File: config.mk
export PLATFORM = sky130hd
export DESIGN_NAME = amp3_i2s_tx
export DESIGN_NICKNAME = d
export VERILOG_FILES = /design/src/rtl/amp3_pkg.sv /design/src/rtl/amp3_bclk_div.sv /design/src/rtl/amp3_i2s_tx.sv
export SDC_FILE = /design/constraint.sdc
export NUM_CORES = 1
export LEC_CHECK = 0
export ABC_AREA = 1
export BUFFER_PORTS_ARGS = -buffer_cell sky130_fd_sc_hd__buf_2
export CAP_MARGIN = 15
export CORE_AREA = 2 2 86 88
export CTS_CLUSTER_DIAMETER = 30
export DETAILED_ROUTE_END_ITERATION = 16
export DIE_AREA = 0 0 88 90
export GPL_TIMING_DRIVEN = 0
export HOLD_SLACK_MARGIN = 0.15
export PLACE_DENSITY = 0.81
export SLEW_MARGIN = 40
export SYNTH_ARGS = -nofsm -noshare
export SYNTH_HDL_FRONTEND = slang
export SYNTH_SLANG_ARGS = --single-unit
File: constraint.sdc
create_clock -name clk -period 2 [get_ports clk]
set_clock_uncertainty 0.05 [all_clocks]
set_input_delay 0.1 -clock clk [delete_from_list [all_inputs] [get_ports clk]]
set_output_delay 0.1 -clock clk [all_outputs]
set_load 0.03 [all_outputs]
File: src/rtl/amp3_pkg.sv
// Shared definitions for the Pmod AMP3 serial transmitter: the framing mode
// and the parameter legality check applied at elaboration.
package amp3_pkg;

  // Framing mode: I2S puts the MSB one BCLK after the LRCLK edge,
  // left-justified puts it on the LRCLK edge itself.
  typedef enum logic {
    AMP3_MODE_I2S = 1'b0,
    AMP3_MODE_LJ  = 1'b1
  } amp3_mode_e;

  function automatic amp3_mode_e amp3_mode(input int lj_mode);
    return (lj_mode != 0) ? AMP3_MODE_LJ : AMP3_MODE_I2S;
  endfunction

  // Number of idle BCLK periods at the start of a slot before the MSB.
  function automatic int amp3_lead_bits(input amp3_mode_e mode);
    return (mode == AMP3_MODE_LJ) ? 0 : 1;
  endfunction

  // Even divider of at least 2, and every sample bit must fit in its slot.
  function automatic bit amp3_params_ok(input int datasize, input int slotsize,
                                        input int clkdiv, input int lj_mode);
    return (datasize >= 1) && (clkdiv >= 2) && ((clkdiv % 2) == 0) &&
           (slotsize >= datasize + amp3_lead_bits(amp3_mode(lj_mode)));
  endfunction

endpackage

File: src/rtl/amp3_bclk_div.sv
// Bit-clock generator: a clk-enable style divider that produces a registered
// 50% duty BCLK plus single-cycle ticks one clk ahead of each BCLK edge.
module amp3_bclk_div #(
  parameter int CLKDIV = 16
) (
  input  logic clk,
  input  logic rst,
  input  logic run,
  output logic bclk,
  output logic fall_tick,
  output logic rise_tick
);

  localparam int CW = (CLKDIV > 2) ? $clog2(CLKDIV) : 1;
  localparam logic [CW-1:0] DIV_LAST = CW'(CLKDIV - 1);
  localparam logic [CW-1:0] DIV_HALF = CW'(CLKDIV / 2);
  localparam logic [CW-1:0] RISE_AT  = CW'(CLKDIV / 2 - 1);

  logic [CW-1:0] div_cnt_q, div_cnt_d;
  logic          bclk_q, bclk_d;

  // Count 0..CLKDIV-1 while running; hold at 0 otherwise so a restart
  // always begins with a full BCLK low phase.
  always_comb begin
    div_cnt_d = div_cnt_q;
    if (!run) begin
      div_cnt_d = '0;
    end else if (div_cnt_q == DIV_LAST) begin
      div_cnt_d = '0;
    end else begin
      div_cnt_d = div_cnt_q + CW'(1);
    end
    bclk_d = run && (div_cnt_d >= DIV_HALF);
  end

  // Divider state and registered BCLK.
  always_ff @(posedge clk) begin
    if (rst) begin
      div_cnt_q <= '0;
      bclk_q    <= 1'b0;
    end else begin
      div_cnt_q <= div_cnt_d;
      bclk_q    <= bclk_d;
    end
  end

  // Ticks fire in the cycle before the corresponding BCLK edge so that
  // registers updated on them change together with BCLK.
  assign fall_tick = run && (div_cnt_q == DIV_LAST);
  assign rise_tick = run && (div_cnt_q == RISE_AT);
  assign bclk      = bclk_q;

endmodule

File: src/rtl/amp3_i2s_tx.sv
// I2S / left-justified stereo transmitter for the Pmod AMP3 in standalone
// mode. One holding register accepts samples over valid/ready; an active
// register feeds the frame being shifted out.
module amp3_i2s_tx
  import amp3_pkg::*;
#(
  parameter int DATASIZE = 16,
  parameter int SLOTSIZE = 32,
  parameter int CLKDIV   = 16,
  parameter int LJ_MODE  = 0
) (
  input  logic                clk,
  input  logic                rst,
  input  logic                enable,
  input  logic [DATASIZE-1:0] data_l,
  input  logic [DATASIZE-1:0] data_r,
  input  logic                valid,
  output logic                ready,
  output logic                SDATA,
  output logic                LRCLK,
  output logic                BCLK,
  output logic                nSHUT,
  output logic                underrun
);

  localparam int              FRAME    = 2 * SLOTSIZE;
  localparam int              PW       = $clog2(FRAME);
  localparam amp3_mode_e      MODE     = amp3_mode(LJ_MODE);
  localparam int              LEAD     = amp3_lead_bits(MODE);
  localparam logic [PW-1:0]   POS_LAST = PW'(FRAME - 1);
  localparam logic [PW-1:0]   POS_SLOT = PW'(SLOTSIZE);

  generate
    if (!amp3_params_ok(DATASIZE, SLOTSIZE, CLKDIV, LJ_MODE)) begin : g_bad_params
      $error("amp3_i2s_tx: CLKDIV must be even and >= 2, and SLOTSIZE must hold DATASIZE plus lead bit");
    end
  endgenerate

  logic                en_q, en_d;
  logic [DATASIZE-1:0] hold_l_q, hold_l_d, hold_r_q, hold_r_d;
  logic                hold_full_q, hold_full_d;
  logic [DATASIZE-1:0] act_l_q, act_l_d, act_r_q, act_r_d;
  logic [PW-1:0]       pos_q, pos_d;
  logic                lrclk_q, lrclk_d;
  logic                sdata_q, sdata_d;
  logic                underrun_q, underrun_d;

  logic                run;
  logic                bclk;
  logic                fall_tick;
  logic                rise_tick;
  logic                accept;
  logic                frame_start;
  logic [PW-1:0]       slot_b;
  logic [DATASIZE-1:0] word;

  // The divider only runs once the enable has been registered, so the first
  // enabled cycle sits at div_cnt 0, and it clears as soon as enable drops.
  assign run = enable && en_q;

  amp3_bclk_div #(
    .CLKDIV (CLKDIV)
  ) u_bclk_div (
    .clk       (clk),
    .rst       (rst),
    .run       (run),
    .bclk      (bclk),
    .fall_tick (fall_tick),
    .rise_tick (rise_tick)
  );

  assign accept      = valid && !hold_full_q;
  assign frame_start = enable && (!en_q || (fall_tick && (pos_q == POS_LAST)));

  // Handshake, frame sequencing and the next serial bit, all advanced on
  // BCLK falling edges or on a frame start.
  always_comb begin
    en_d        = enable;
    hold_l_d    = hold_l_q;
    hold_r_d    = hold_r_q;
    hold_full_d = hold_full_q || accept;
    act_l_d     = act_l_q;
    act_r_d     = act_r_q;
    pos_d       = pos_q;
    lrclk_d     = lrclk_q;
    sdata_d     = sdata_q;
    underrun_d  = 1'b0;
    slot_b      = '0;
    word        = '0;

    if (accept) begin
      hold_l_d = data_l;
      hold_r_d = data_r;
    end

    if (!enable) begin
      // Interface idles low; the frame in flight is abandoned but the
      // holding register keeps whatever it has.
      pos_d   = '0;
      lrclk_d = 1'b0;
      sdata_d = 1'b0;
    end else if (frame_start || fall_tick) begin
      if (frame_start) begin
        pos_d       = '0;
        hold_full_d = accept;
        if (hold_full_q) begin
          act_l_d = hold_l_q;
          act_r_d = hold_r_q;
        end else begin
          act_l_d    = '0;
          act_r_d    = '0;
          underrun_d = 1'b1;
        end
      end else begin
        pos_d = pos_q + PW'(1);
      end

      lrclk_d = (pos_d >= POS_SLOT);
      slot_b  = lrclk_d ? (pos_d - POS_SLOT) : pos_d;
      word    = lrclk_d ? act_r_d : act_l_d;
      sdata_d = 1'b0;
      for (int i = 0; i < DATASIZE; i++) begin
        if (int'(slot_b) == LEAD + DATASIZE - 1 - i) begin
          sdata_d = word[i];
        end
      end
    end
  end

  // State and output registers.
  always_ff @(posedge clk) begin
    if (rst) begin
      en_q        <= 1'b0;
      hold_l_q    <= '0;
      hold_r_q    <= '0;
      hold_full_q <= 1'b0;
      act_l_q     <= '0;
      act_r_q     <= '0;
      pos_q       <= '0;
      lrclk_q     <= 1'b0;
      sdata_q     <= 1'b0;
      underrun_q  <= 1'b0;
    end else begin
      en_q        <= en_d;
      hold_l_q    <= hold_l_d;
      hold_r_q    <= hold_r_d;
      hold_full_q <= hold_full_d;
      act_l_q     <= act_l_d;
      act_r_q     <= act_r_d;
      pos_q       <= pos_d;
      lrclk_q     <= lrclk_d;
      sdata_q     <= sdata_d;
      underrun_q  <= underrun_d;
    end
  end

  // The divider's two edge ticks can never coincide.
  always_ff @(posedge clk) begin
    if (!rst) begin
      assert (!(rise_tick && fall_tick));
    end
  end

  assign ready    = !hold_full_q;
  assign SDATA    = sdata_q;
  assign LRCLK    = lrclk_q;
  assign BCLK     = bclk;
  assign nSHUT    = en_q;
  assign underrun = underrun_q;

endmodule

Word-level counts from Yosys, hierarchy flattened
Cells that the tools add are included.
{"block": "word_totals", "reg_bits": 80, "latch_bits": 0, "ramBits": 0, "mem_bits_ro": 0, "inputBits": 36, "out_inout_bits": 6, "word_cells": 83, "mem_count": 0}
{"block": "op_classes", "add_sub_neg": 3, "mul": 0, "div_mod_pow": 0, "magnitude_cmp": 2, "eq_ne": 18, "n_shift": 0, "n_mux": 31, "bitwise": 3, "reduce_logical": 14}
{"cell": "16-bit two-way mux", "n": 5}
{"cell": "6-bit by 5-bit == test with 1-bit output (second input constant)", "n": 8}
{"cell": "6-bit by 4-bit == test with 1-bit output (second input constant)", "n": 4}
{"cell": "6-bit two-way mux", "n": 4}
{"cell": "1-bit two-way mux", "n": 20}
{"cell": "6-bit by 3-bit == test with 1-bit output (second input constant)", "n": 2}
{"cell": "6-bit == test (second input constant)", "n": 2}
{"cell": "4-bit two-way mux", "n": 2}
{"cell": "6-bit by 1-bit adder with 6-bit output (second input constant)", "n": 1}
{"cell": "6-bit by 2-bit == test with 1-bit output (second input constant)", "n": 1}
{"cell": "6-bit >= comparator (second input constant)", "n": 1}
{"cell": "1-bit logical AND", "n": 6}
{"cell": "6-bit subtractor (second input constant)", "n": 1}
{"cell": "4-bit by 1-bit adder with 4-bit output (second input constant)", "n": 1}
{"cell": "4-bit == test (second input constant)", "n": 1}
{"cell": "4-bit >= comparator (second input constant)", "n": 1}
{"cell": "4-bit OR reduction", "n": 1}
{"cell": "1-bit logical OR", "n": 3}
{"cell": "1-bit inverter", "n": 3}
{"cell": "1-bit zero test", "n": 2}
{"cell": "2-bit AND reduction", "n": 1}
{"cell": "2-bit OR reduction", "n": 1}

Logic depth before layout (Yosys ltp)
Gate-level depths: netlist of the first run.
{"block": "depth", "ltp_word": 27, "ltp_mapped": 21, "mapped_depth_nobuf": 20}

Cells and area by module
From an unflattened synthesis of the first run, not the netlist that was laid out.
{"block": "unflattened", "cells_unflattened": 508, "hier_area_um2": 3578.4}
{"module": "amp3_i2s_tx", "n_inst": 1, "cells_per_inst": 482, "area_each_um2": 3369.5, "seq_area_each_um2": 1501.4}
{"module": "amp3_bclk_div", "n_inst": 1, "cells_per_inst": 26, "area_each_um2": 209.0, "seq_area_each_um2": 100.1}

Worst setup path after synthesis of the first run
Ideal clock, no wire load.
{"block": "synth_timing", "path_type": "register -> register", "from": "reg pos_q[0]", "to": "reg sdata_q (netlist: SDATA)", "setup_time_ps": 122, "arrival_time_ps": 1913, "t_required_ps": 1828, "slack_ps": -85, "path_stages_with_launch": 22, "n_path_buf": 1, "synth_period_minus_slack_ps": 2085, "path_cell_list": "dfxtp_1 ha_1 nand3_2 nor2_2 nand2_2 nand2_4 nand2_4 buf_6 nand2_2 nand2_1 nand2_1 nand2_1 nand2_1 nand2_1 nor2_1 nand4_1 nand2_1 nand4_1 nand2_1 nand4_1 nand2_1 a21oi_2"}
{"block": "synth_between", "elab_chain_cells": 26, "word_cells_on_any_way": 47, "cone_classes": "add/sub: 2; order compare: 1; eq/ne: 17; mux: 23; reduce/logical: 4"}
{"element": "start: declaration", "line_no": "amp3_i2s_tx.sv:43", "source": "logic [PW-1:0] pos_q, pos_d;"}
{"element": "start signal: assignment", "line_no": "amp3_i2s_tx.sv:150", "source": "pos_q <= pos_d;"}
{"element": "branches (longest 26 deep; another with 6-bit by 1-bit adder with 6-bit output)"}
{"element": "end signal: assignment", "line_no": "amp3_i2s_tx.sv:152", "source": "sdata_q <= sdata_d;"}
{"element": "end: declaration", "line_no": "amp3_i2s_tx.sv:45", "source": "logic sdata_q, sdata_d;"}
Several ways; the timed one is not identified. The select of a mux whose other input is x is not followed.
A chain may end at the register's enable or synchronous reset.

Worst setup path after layout of the first run
{"block": "layout_timing", "from": "reg pos_q[1]", "to": "reg sdata_q (netlist: SDATA)"}
Same word-level chain as after synthesis.

==> results of run 1 <==
[flip-flops by register name, summed over array words and instances (netlist names)]
name and flops:
hold_r_q 16, act_l_q 16, act_r_q 16, hold_l_q 16
LRCLK 1, hold_full_q 1, SDATA 1, pos_q 6
nSHUT 1, u_bclk_div.bclk 1, u_bclk_div.div_cnt_q 4, underrun 1
[power groups by stage]
stage                     sequential, mW  clock (mW)  combinational (mW)
after global placement              1.72           0               0.329
after global routing                1.70        1.41               0.485
after detailed placement            1.73           0               0.336
final                               1.69        1.32               0.439
after floorplan                     1.72           0               0.229
after CTS                           1.69        1.32               0.416
[per-stage QoR]
stage          area, um2  cells  total power, mW
2_1_floorplan       3580    502             1.95
4_1_cts             4610    700             3.43
3_3_place_gp        3910    642             2.05
5_1_grt             4650    701             3.59
6_report            4650    701             3.44
3_5_place_dp        3910    642             2.06
[worst max-delay path: cells and delay by family, from the launching register on]
kind,cells,cell delay [ns]
adder cells (fa/ha/maj),1,0.15
buffers and inverters,1,0.16
flip-flops,1,0.36
AND/OR/NAND/NOR,18,1.36
AO/OA/AOI/OAI,1,0.05
[layout by cell type (no fill, tap or decap), drive strengths merged, types with 2 or more instances in the layout]
cell | synthesis | final
nand2 | 154 | 154
inv | 47 | 49
nand3 | 32 | 32
bufinv | 0 | 2
a211oi | 3 | 3
clkinvlp | 0 | 2
nand4 | 6 | 6
o211ai | 4 | 4
a21oi | 62 | 62
nor2 | 44 | 44
dfxtp | 80 | 80
dlygate4sd3 | 0 | 38
ha | 2 | 2
buf | 10 | 55
xor2 | 3 | 3
nor3 | 6 | 6
clkbuf | 16 | 27
o21ai | 28 | 28
[cells by family after synthesis]
logic type                 count (synthesis)
adders and majority gates                  2
AOI/OAI and AO/OA                         99
DFF                                       80
buffers and inverters                     73
and+or+nand+nor                          245
xor gates and xnor gates                   3
[how the worst max path moves through the flow]
stage / start / to / cells past startpoint
floorplan: pos_q[0] / SDATA / 21
global placement: pos_q[0] / SDATA / 15
detailed placement: u_bclk_div.div_cnt_q[0] / SDATA / 15
CTS: u_bclk_div.div_cnt_q[1] / SDATA / 20
global route: pos_q[1] / SDATA / 21
finish: pos_q[1] / SDATA / 21
[final cells by class]
class	instances	share of cell area, %
sequential	80	34.6
multi-input combinational	349	36.9
timing repair buffer	85	14.0
buffer	26	3.36
clock inverter	6	1.99
inverter	47	3.79
tap	99	2.66
clock buffer	9	2.66
[metal layers]
layer / part of all wire (%) / wire length, um / vias up / track usage, %
met4: 2.7 / 259 / 0 / 9.23
met2: 48 / 4620 / 143 / 42.2
met3: 6.5 / 631 / 27 / 6.89
met5: 0 / 0 / - / 0
met1: 43 / 4160 / 1633 / 32.4
li1: - / - / 1813 / -
[repair_timing]
item                                   CTS  global route
pin swaps                                5             3
gates resized for setup                 12            14
endpoints found under the hold margin   40             0
buffers inserted                         4             1
setup endpoints to repair               14            18
cloned                                   1             0
hold buffers                            38             0
==> metrics.txt, run 1 <==
DRC=0; Startpoint Class=register; vias in the first global route=3,457; r2r startpoint=pos_q[1]; largest family of logic cells by synthesized area=simple AND/OR/NAND/NOR gates; Initial Util=50.4%; Via-to-Cell Ratio=5.16; fillcell total=552; worst reg-to-reg setup slack=-0.25 ns; register area share after synthesis=45.2%; diode count=0; wire per inst=13.8 um; Distinct cells, synth=31; most numerous cell in the Yosys netlist=nand2_1; CTS tree=built; min-delay src=enable; Layout Nets=636; worst hold slack=0.175 ns; gpl congestion=0.926; Worst Path Arrival=2.44 ns; crit path max fanout=7; first-pass GRT wire length=16,000 um; Syn Nets=540; r2r worst-path depth=21; Finished Core Util=66.3%; H-tree depth reported by CTS=3; hold worst-path end=act_l_q[1]; clk sink count=80; Sw Share=26.3%; dominant cells by area after synthesis=dfxtp_1 (45%), nand2_1 (16%), a21oi_1 (8.6%), nor2_1 (4.5%), inv_1 (4.3%); ys async rst share=0%; post-synthesis register bit count=80; CTS Buf Count=9; Synth Flop Type=dfxtp_1; endpoints failing setup=1; share of layout cells above drive strength 1=17.9%; Slew HR=63.0%; Max Slew Vio Count=0; clk buf depth=2; Hold Vio Cnt, Final=0; Post-synth top cells=nand2_1 (147), dfxtp_1 (80), a21oi_1 (61); mux cell area share after synthesis=0%; RSZ-0062 raised after global routing=yes; logic gate share of total power=12.7%; post-synthesis simple-gate area fraction=29.3%; sum of negative setup slack=-0.255 ns; Max Cap Viol=0; total global routing overflow=0; slew at the pin with the worst max-slew slack=0.555 ns; die width=88 um; row cnt=31; core area=7020 um2; Tot GR Track Use=25.8%; mean post-synth cell area=7.05 um2; CP most frequent cell=nand2_1; category of the most critical setup path=reg2reg; final worst-path cycle share=113%; Routed WL=9680 um; failing checks=negative setup slack; slowest stage cell on the critical path=dfxtp_2; Post-synth EDFFs=0; minimum clock period after layout=2.25 ns; post-detailed-route count of antenna-violating nets=0; Clock Latency Late Sink=0.36 ns; Place WS=-0.302 ns; Net Sw Power=0.906 mW; worst setup margin=-0.255 ns; Peak Freq=0.443 GHz; hpwl dp=6130 um; WHS Path Cells=4; Die ar.=7920 um2; Clock power frac=38.2%; PortBufs=41; required time of the critical path=2.19 ns; Power Internal=2.54 mW; CP max stage delay=0.36 ns; I/O pin count=42; run status=finished, violations left; Post-Synth Adder-Cell Area=0.707%; cells after synthesis=502; CTS root buf=clkbuf_8; cell accounting for the most synthesized area=dfxtp_1; initial drt markers=228; PwrDens=740 nW/um2; P&R area growth vs syn=31.5%; Reg power frac=49.1%; Peak VDD IR=0.000648 V; die height=90 um; Detailed Routing Iterations Pass 1=5; top cell type's share of synthesized area=45.2%; vias=3,616; crit path cell chain=ha_4 > nand3_4 > nor2_4 > nand2_2 > nand2_4 > nand2_8 > buf_8 > nand2_4 > nand2_2 > nand2_1 > nand2_1 > nand2_1 > nand2_1 > nor2_1 > nand4_1 > nand2_1 > nand4_1 > nand2_1 > nand4_1 > nand2_1 > a21oi_2; largest net degree at the start of global routing=15; Mapped Area=3540 um2; clk slew on worst S/H paths=0.08 ns; P_leak=1.86 nW; multi-input logic area=1720 um2; area occupied by registers=1610 um2; initial antenna violation count=0; capture point of the worst reg-to-reg path=SDATA; Compound-Gate Fraction of Synth Area=15.1%; Hold Crit Class=in2reg; Syn. warnings=0; XOR/XNOR Fraction of Synth Area=0.742%; Crit. End Element=register
Power figures use the tool's default switching activity.
==> inputs of run 2 (changes only) <==
--- a/config.mk
+++ b/config.mk
@@ -8,13 +8,13 @@
 export ABC_AREA = 1
 export BUFFER_PORTS_ARGS = -buffer_cell sky130_fd_sc_hd__buf_2
 export CAP_MARGIN = 15
-export CORE_AREA = 2 2 86 88
+export CORE_AREA = 2 2 82 84
 export CTS_CLUSTER_DIAMETER = 30
 export DETAILED_ROUTE_END_ITERATION = 16
-export DIE_AREA = 0 0 88 90
+export DIE_AREA = 0 0 84 86
 export GPL_TIMING_DRIVEN = 0
 export HOLD_SLACK_MARGIN = 0.15
-export PLACE_DENSITY = 0.81
+export PLACE_DENSITY_LB_ADDON = 0.2
 export SLEW_MARGIN = 40
 export SYNTH_ARGS = -nofsm -noshare
 export SYNTH_HDL_FRONTEND = slang
==> constraint.sdc (replaced) <==
create_clock -name clk -period 2.4 [get_ports clk]
set_clock_uncertainty 0.05 [all_clocks]
set_input_delay 0.12 -clock clk [delete_from_list [all_inputs] [get_ports clk]]
set_output_delay 0.12 -clock clk [all_outputs]
set_load 0.03 [all_outputs]
==> metrics.txt, run 2 (synthesized netlist as in run 1, its figures left out) <==
metal3 WL=456 um (-28%); minimum clock period after layout=2.36 ns (+0.109 ns); P&R area growth vs syn=30.8%; CTS tree=built; Routed WL=9560 um (-1.2%); run status=finished, final reports clean; H-tree depth reported by CTS=3 (unchanged); PortBufs=41 (unchanged); diode count=0 (unchanged); Startpoint Class=register; Crit. End Element=register; row cnt=29 (-6.5%); slew at the pin with the worst max-slew slack=0.622 ns (+0.0670 ns); logic gate share of total power=12.2% (-0.5 points); Hold Vio Cnt, Final=0 (unchanged); Finished Core Util=73.7% (+7.4 points); Layout Nets=635 (-0.16%); DRC=0 (unchanged); multi-input logic area=1730 um2 (+0.44%); Via-to-Cell Ratio=5.30 (+2.8%); Initial Util=56.4% (+6.0 points); RSZ-0062 raised after global routing=yes; initial drt markers=188 (-18%); Clock power frac=40.3% (+2.1 points); first-pass GRT wire length=15,300 um (-4.6%); Max Slew Vio Count=0 (unchanged); Worst Path Arrival=2.56 ns (+0.12 ns); capture point of the worst reg-to-reg path=SDATA; fillcell total=538 (-2.5%); wire per inst=14.1 um (+2.2%); vias in the first global route=3,281 (-5.1%); r2r startpoint=pos_q[0]; I/O pin count=42 (unchanged); Peak VDD IR=0.000478 V (-26%); required time of the critical path=2.59 ns (+0.40 ns); Die ar.=7220 um2 (-8.8%); commonest non-fill, non-tap cells in the layout=nand2_1 (143), dfxtp_1 (76), a21oi_1 (59); total global routing overflow=0 (unchanged); Hold Crit Class=in2reg; Peak Freq=0.423 GHz (-4.6%); min-delay src=valid; Detailed Routing Iterations Pass 1=5 (unchanged); clk slew on worst S/H paths=0.07 ns (about the same); CTS root buf=clkbuf_8; share of layout cells above drive strength 1=17.8% (-0.14 points); commonest non-fill, non-tap cell in the layout=nand2_1; gpl congestion=0.912 (-1.5%); CTS Buf Count=9 (unchanged); clk buf depth=2 (unchanged); die width=84 um (-4.5%); Tot GR Track Use=27.2% (+1.4 points); core area=6280 um2 (-11%); Clock Latency Late Sink=0.36 ns (about the same); crit path max fanout=7 (unchanged); r2r worst-path depth=21 (unchanged); final worst-path cycle share=98.5% (-14 points); Top Metal Used=met4; met2 wire length=4710 um (+1.8%); Reg power frac=47.5% (-1.6 points); post-detailed-route count of antenna-violating nets=0 (unchanged); worst reg-to-reg setup slack=0.04 ns (+0.29 ns); hold worst-path end=hold_r_q[0]; Slew HR=58.6% (-4.5 points); Max Cap Viol=0 (unchanged); Power Internal=2.24 mW (-12%); Net Sw Power=0.719 mW (-21%); initial antenna violation count=0 (unchanged); area occupied by registers=1610 um2 (about the same); category of the most critical setup path=reg2reg; endpoints failing setup=0 (-1); worst hold slack=0.167 ns (-0.00746 ns); Sw Share=24.3% (-2.0 points); WHS Path Cells=4 (unchanged); hpwl dp=6270 um (+2.4%); P_leak=1.86 nW (+0.18%); die height=86 um (-4.4%); M1 wire length=4190 um (+0.74%); vias=3,596 (-0.55%); PwrDens=639 nW/um2 (-14%); clk sink count=80 (unchanged); largest net degree at the start of global routing=13 (-2)
run 2: cell count changes in the layout (fill, tap and decap cells not counted), moves of 2 or more:
cell / change
clkbuf_1: +3
buf_4: -2
clkinvlp_4: -2
inv_6: -2
nand2_1: -2
nand2_2: +2
run 2: per-stage QoR:
step | setup slack, ns | TNS, ns | std cells | instance area, um2 | power (mW)
detailed placement | -0.00812 | -0.00812 | 620 | 3840 | 1.72
CTS | 0.0269 | 0 | 672 | 4450 | 2.94
finish | 0.0365 | 0 | 678 | 4630 | 2.96
global placement | 0.00568 | 0 | 620 | 3840 | 1.71
global route | -0.143 | -0.143 | 678 | 4630 | 3.06
floorplan | 0.315 | 0 | 502 | 3540 | 1.62
run 2: cell type report:
type                            count  share of cell area (%)
Sequential cell                    80                    34.8
Timing Repair Buffer               84                    13.8
Multi-Input combinational cell    349                    37.3
Clock buffer                       12                    3.14
Inverter                           47                    3.81
Buffer                             26                    3.16
Clock inverter                      3                    1.95
Tap cell                           77                    2.08
run 2: how the worst max path moves through the flow:
stage / endpoint / start / slack (ns) / cells after the start
2_1_floorplan: SDATA / pos_q[0] / 0.32 / 21
3_3_place_gp: SDATA / pos_q[0] / 0.006 / 19
3_5_place_dp: SDATA / pos_q[0] / -0.008 / 21
4_1_cts: SDATA / u_bclk_div.div_cnt_q[0] / 0.03 / 21
5_1_grt: SDATA / pos_q[0] / -0.14 / 21
6_report: SDATA / pos_q[0] / 0.04 / 21
run 2: repair_timing:
item / in CTS / in global routing
buffers inserted: 0 / 5
pin swaps: 0 / 13
cloned: 0 / 1
setup endpoints to repair: 1 / 12
hold endpoints to repair: 41 / 0
resized for setup: 1 / 29
hold buffers: 37 / 0
run 2: worst max-delay path: stages, from the launching register on:
cell     delay, ns
dfxtp_4       0.39
ha_4          0.16
nand3_4       0.09
nor2_4        0.12
nand2_2       0.06
nand2_4       0.10
nand2_8       0.09
buf_8         0.16
nand2_4       0.05
nand2_2       0.04
nand2_2       0.04
nand2_1       0.06
nand2_1       0.07
nand2_1       0.04
nor2_1        0.12
nand4_1       0.12
nand2_1       0.11
nand4_1       0.08
nand2_1       0.08
nand4_1       0.07
nand2_1       0.10
a21oi_2       0.06
run 2: power groups by stage:
| stage | logic [mW] | clock network [mW] | registers (mW) |
|---|---|---|---|
| floorplan | 0.190 | 0 | 1.43 |
| CTS | 0.333 | 1.20 | 1.40 |
| detailed placement | 0.286 | 0 | 1.43 |
| global placement | 0.281 | 0 | 1.43 |
| global route | 0.398 | 1.26 | 1.41 |
| finish | 0.362 | 1.19 | 1.41 |
run 2: metal layers:
| metal | vias up | global-route usage [%] |
|---|---|---|
| li1 | 1818 | - |
| met1 | 1675 | 33.6 |
| met2 | 88 | 47.6 |
| met3 | 15 | 5.29 |
| met4 | 0 | 9.68 |
| met5 | - | 0 |
==> inputs of run 3 (changes only) <==
--- a/config.mk
+++ b/config.mk
@@ -8,10 +8,11 @@
 export ABC_AREA = 1
 export BUFFER_PORTS_ARGS = -buffer_cell sky130_fd_sc_hd__buf_2
 export CAP_MARGIN = 15
-export CORE_AREA = 2 2 82 84
+export CORE_AREA = 2 2 80 82
+export CTS_BUF_LIST = sky130_fd_sc_hd__clkbuf_2
 export CTS_CLUSTER_DIAMETER = 30
 export DETAILED_ROUTE_END_ITERATION = 16
-export DIE_AREA = 0 0 84 86
+export DIE_AREA = 0 0 82 84
 export GPL_TIMING_DRIVEN = 0
 export HOLD_SLACK_MARGIN = 0.15
 export PLACE_DENSITY_LB_ADDON = 0.2
==> metrics.txt, run 3 (synthesized netlist as in run 1, its figures left out) <==
share of layout cells above drive strength 1=17.6% (-0.22 points); slew at the pin with the worst max-slew slack=0.611 ns (-0.0101 ns); Tot Pwr=2.38 mW (-20%); first-pass GRT wire length=14,900 um (-2.4%); initial antenna violation count=0 (unchanged); Hold Crit Class=in2reg; Worst Path Arrival=2.77 ns (+0.21 ns); clk buf depth=2 (unchanged); Via-to-Cell Ratio=5.27 (-0.63%); Startpoint Class=register; hpwl dp=6060 um (-3.4%); PwrDens=531 nW/um2 (-17%); Routed WL=9340 um (-2.4%); core area=6100 um2 (-2.9%); DRC=0 (unchanged); clk slew on worst S/H paths=0.23 ns (+0.16 ns); Peak Freq=0.422 GHz (-0.28%); Hold Vio Cnt, Final=0 (unchanged); required time of the critical path=2.80 ns (+0.21 ns); fillcell total=484 (-10%); minimum clock period after layout=2.37 ns (+0.00660 ns); largest net degree at the start of global routing=14 (+1); Die ar.=6890 um2 (-4.7%); final worst-path cycle share=98.8% (+0.28 points); total global routing overflow=0 (unchanged); endpoints failing setup=0 (unchanged); P&R area growth vs syn=26.6%; PortBufs=41 (unchanged); sum of negative setup slack=0 ns (unchanged); commonest non-fill, non-tap cell in the layout=nand2_1; CTS root buf=clkbuf_2; Clock Latency Late Sink=0.55 ns (+0.19 ns); metal3 WL=694 um (+52%); CTS tree=built; initial drt markers=201 (+6.9%); M1 wire length=3890 um (-7.2%); worst hold slack=0.280 ns (+0.113 ns); worst setup margin=0.0299 ns (-0.00660 ns); Tot GR Track Use=28.0% (+0.73 points); met2 wire length=4450 um (-5.4%); category of the most critical setup path=reg2reg; P_leak=1.81 nW (-2.7%); commonest non-fill, non-tap cells in the layout=nand2_1 (144), dfxtp_1 (76), a21oi_1 (61); post-route insts no fill=680 (+0.29%); crit path max fanout=7 (unchanged); Max Cap Viol=0 (unchanged); placed cell area=3840 um2 (unchanged); gpl congestion=0.991 (+8.6%); diode count=0 (unchanged); Peak VDD IR=0.000515 V (+7.8%); Max Slew Vio Count=0 (unchanged); die height=84 um (-2.3%); H-tree depth reported by CTS=3 (unchanged); Place WS=0.0150 ns (+0.0231 ns); die width=82 um (-2.4%); Initial Util=58.1% (+1.7 points); vias in the first global route=3,278 (-0.091%); Layout Nets=636 (+0.16%); row cnt=29 (unchanged); Slew HR=59.2% (+0.67 points); CTS Buf Count=9 (unchanged); run status=finished, final reports clean; DP Cell Count=620 (unchanged); clk sink count=80 (unchanged); RSZ-0062 raised after global routing=yes; vias=3,584 (-0.33%); wire per inst=13.7 um (-2.7%); Crit. End Element=register; I/O pin count=42 (unchanged); fin area=4480 um2 (-3.2%); post-detailed-route count of antenna-violating nets=0 (unchanged); Finished Core Util=73.5% (-0.23 points); Detailed Routing Iterations Pass 1=5 (unchanged); Top Metal Used=met4
-- run 3: changes by cell type in the layout (fill, tap and decap cells not counted), sizes merged --
cell,before,now
buf,54,53
bufinv,3,0
clkbuf,31,28
clkinv,0,5
clkinvlp,0,1
dlygate4sd3,37,40
-- run 3: worst max-delay path: stages, from the launching register on --
cell and delay, ns:
dfxtp_4 0.42, ha_4 0.15, nand3_4 0.09, nor2_4 0.12, nand2_2 0.06, nand2_4 0.11, nand2_8 0.10, buf_12 0.16
nand2_4 0.05, nand2_2 0.04, nand2_1 0.05, nand2_1 0.05, nand2_1 0.06, nand2_1 0.05, nor2_1 0.12, nand4_1 0.12
nand2_1 0.11, nand4_1 0.08, nand2_1 0.08, nand4_1 0.08, nand2_1 0.10, a21oi_2 0.05
-- run 3: report_power, final --
| group | switching [mW] | internal [mW] | total (mW) |
|---|---|---|---|
| combinational | 0.213 | 0.152 | 0.365 |
| sequential | 0.0303 | 1.38 | 1.41 |
| clock | 0.470 | 0.135 | 0.605 |
| total | 0.713 | 1.67 | 2.38 |
-- run 3: final cells by class --
cell class / instances / area, um2 / area share (%)
Buffer: 26 / 151 / 3.38
Clock buffer: 10 / 50.0 / 1.12
Clock inverter: 6 / 36.3 / 0.810
Inverter: 47 / 176 / 3.94
Multi-Input combinational cell: 349 / 1710 / 38.1
Sequential cell: 80 / 1610 / 36.0
Tap cell: 77 / 96.3 / 2.15
Timing Repair Buffer: 85 / 653 / 14.6
-- run 3: per-layer routing --
metal	vias to the layer above	GRT usage, %
met1	1608	35.8
met4	0	13.0
li1	1814	-
met5	-	0
met3	29	6.93
met2	133	43.6
-- run 3: path summary, 6_finish.rpt --
path,startpoint,endpoint,slack [ns],cells past startpoint
min,data_r[13],hold_r_q[13],0.28,4
max,pos_q[0],SDATA,0.03,21
min reg2reg,hold_r_q[10],hold_r_q[10],0.43,2
max reg2reg,pos_q[0],SDATA,0.03,21
-- run 3: repair_timing --
| item | in CTS | in global routing |
|---|---|---|
| setup buffers | 0 | 3 |
| resized for setup | 1 | 30 |
| setup endpoints to repair | 1 | 14 |
| endpoints found under the hold margin | 62 | 0 |
| gates cloned | 0 | 1 |
| pin swaps | 0 | 11 |
| hold buffers | 40 | 0 |
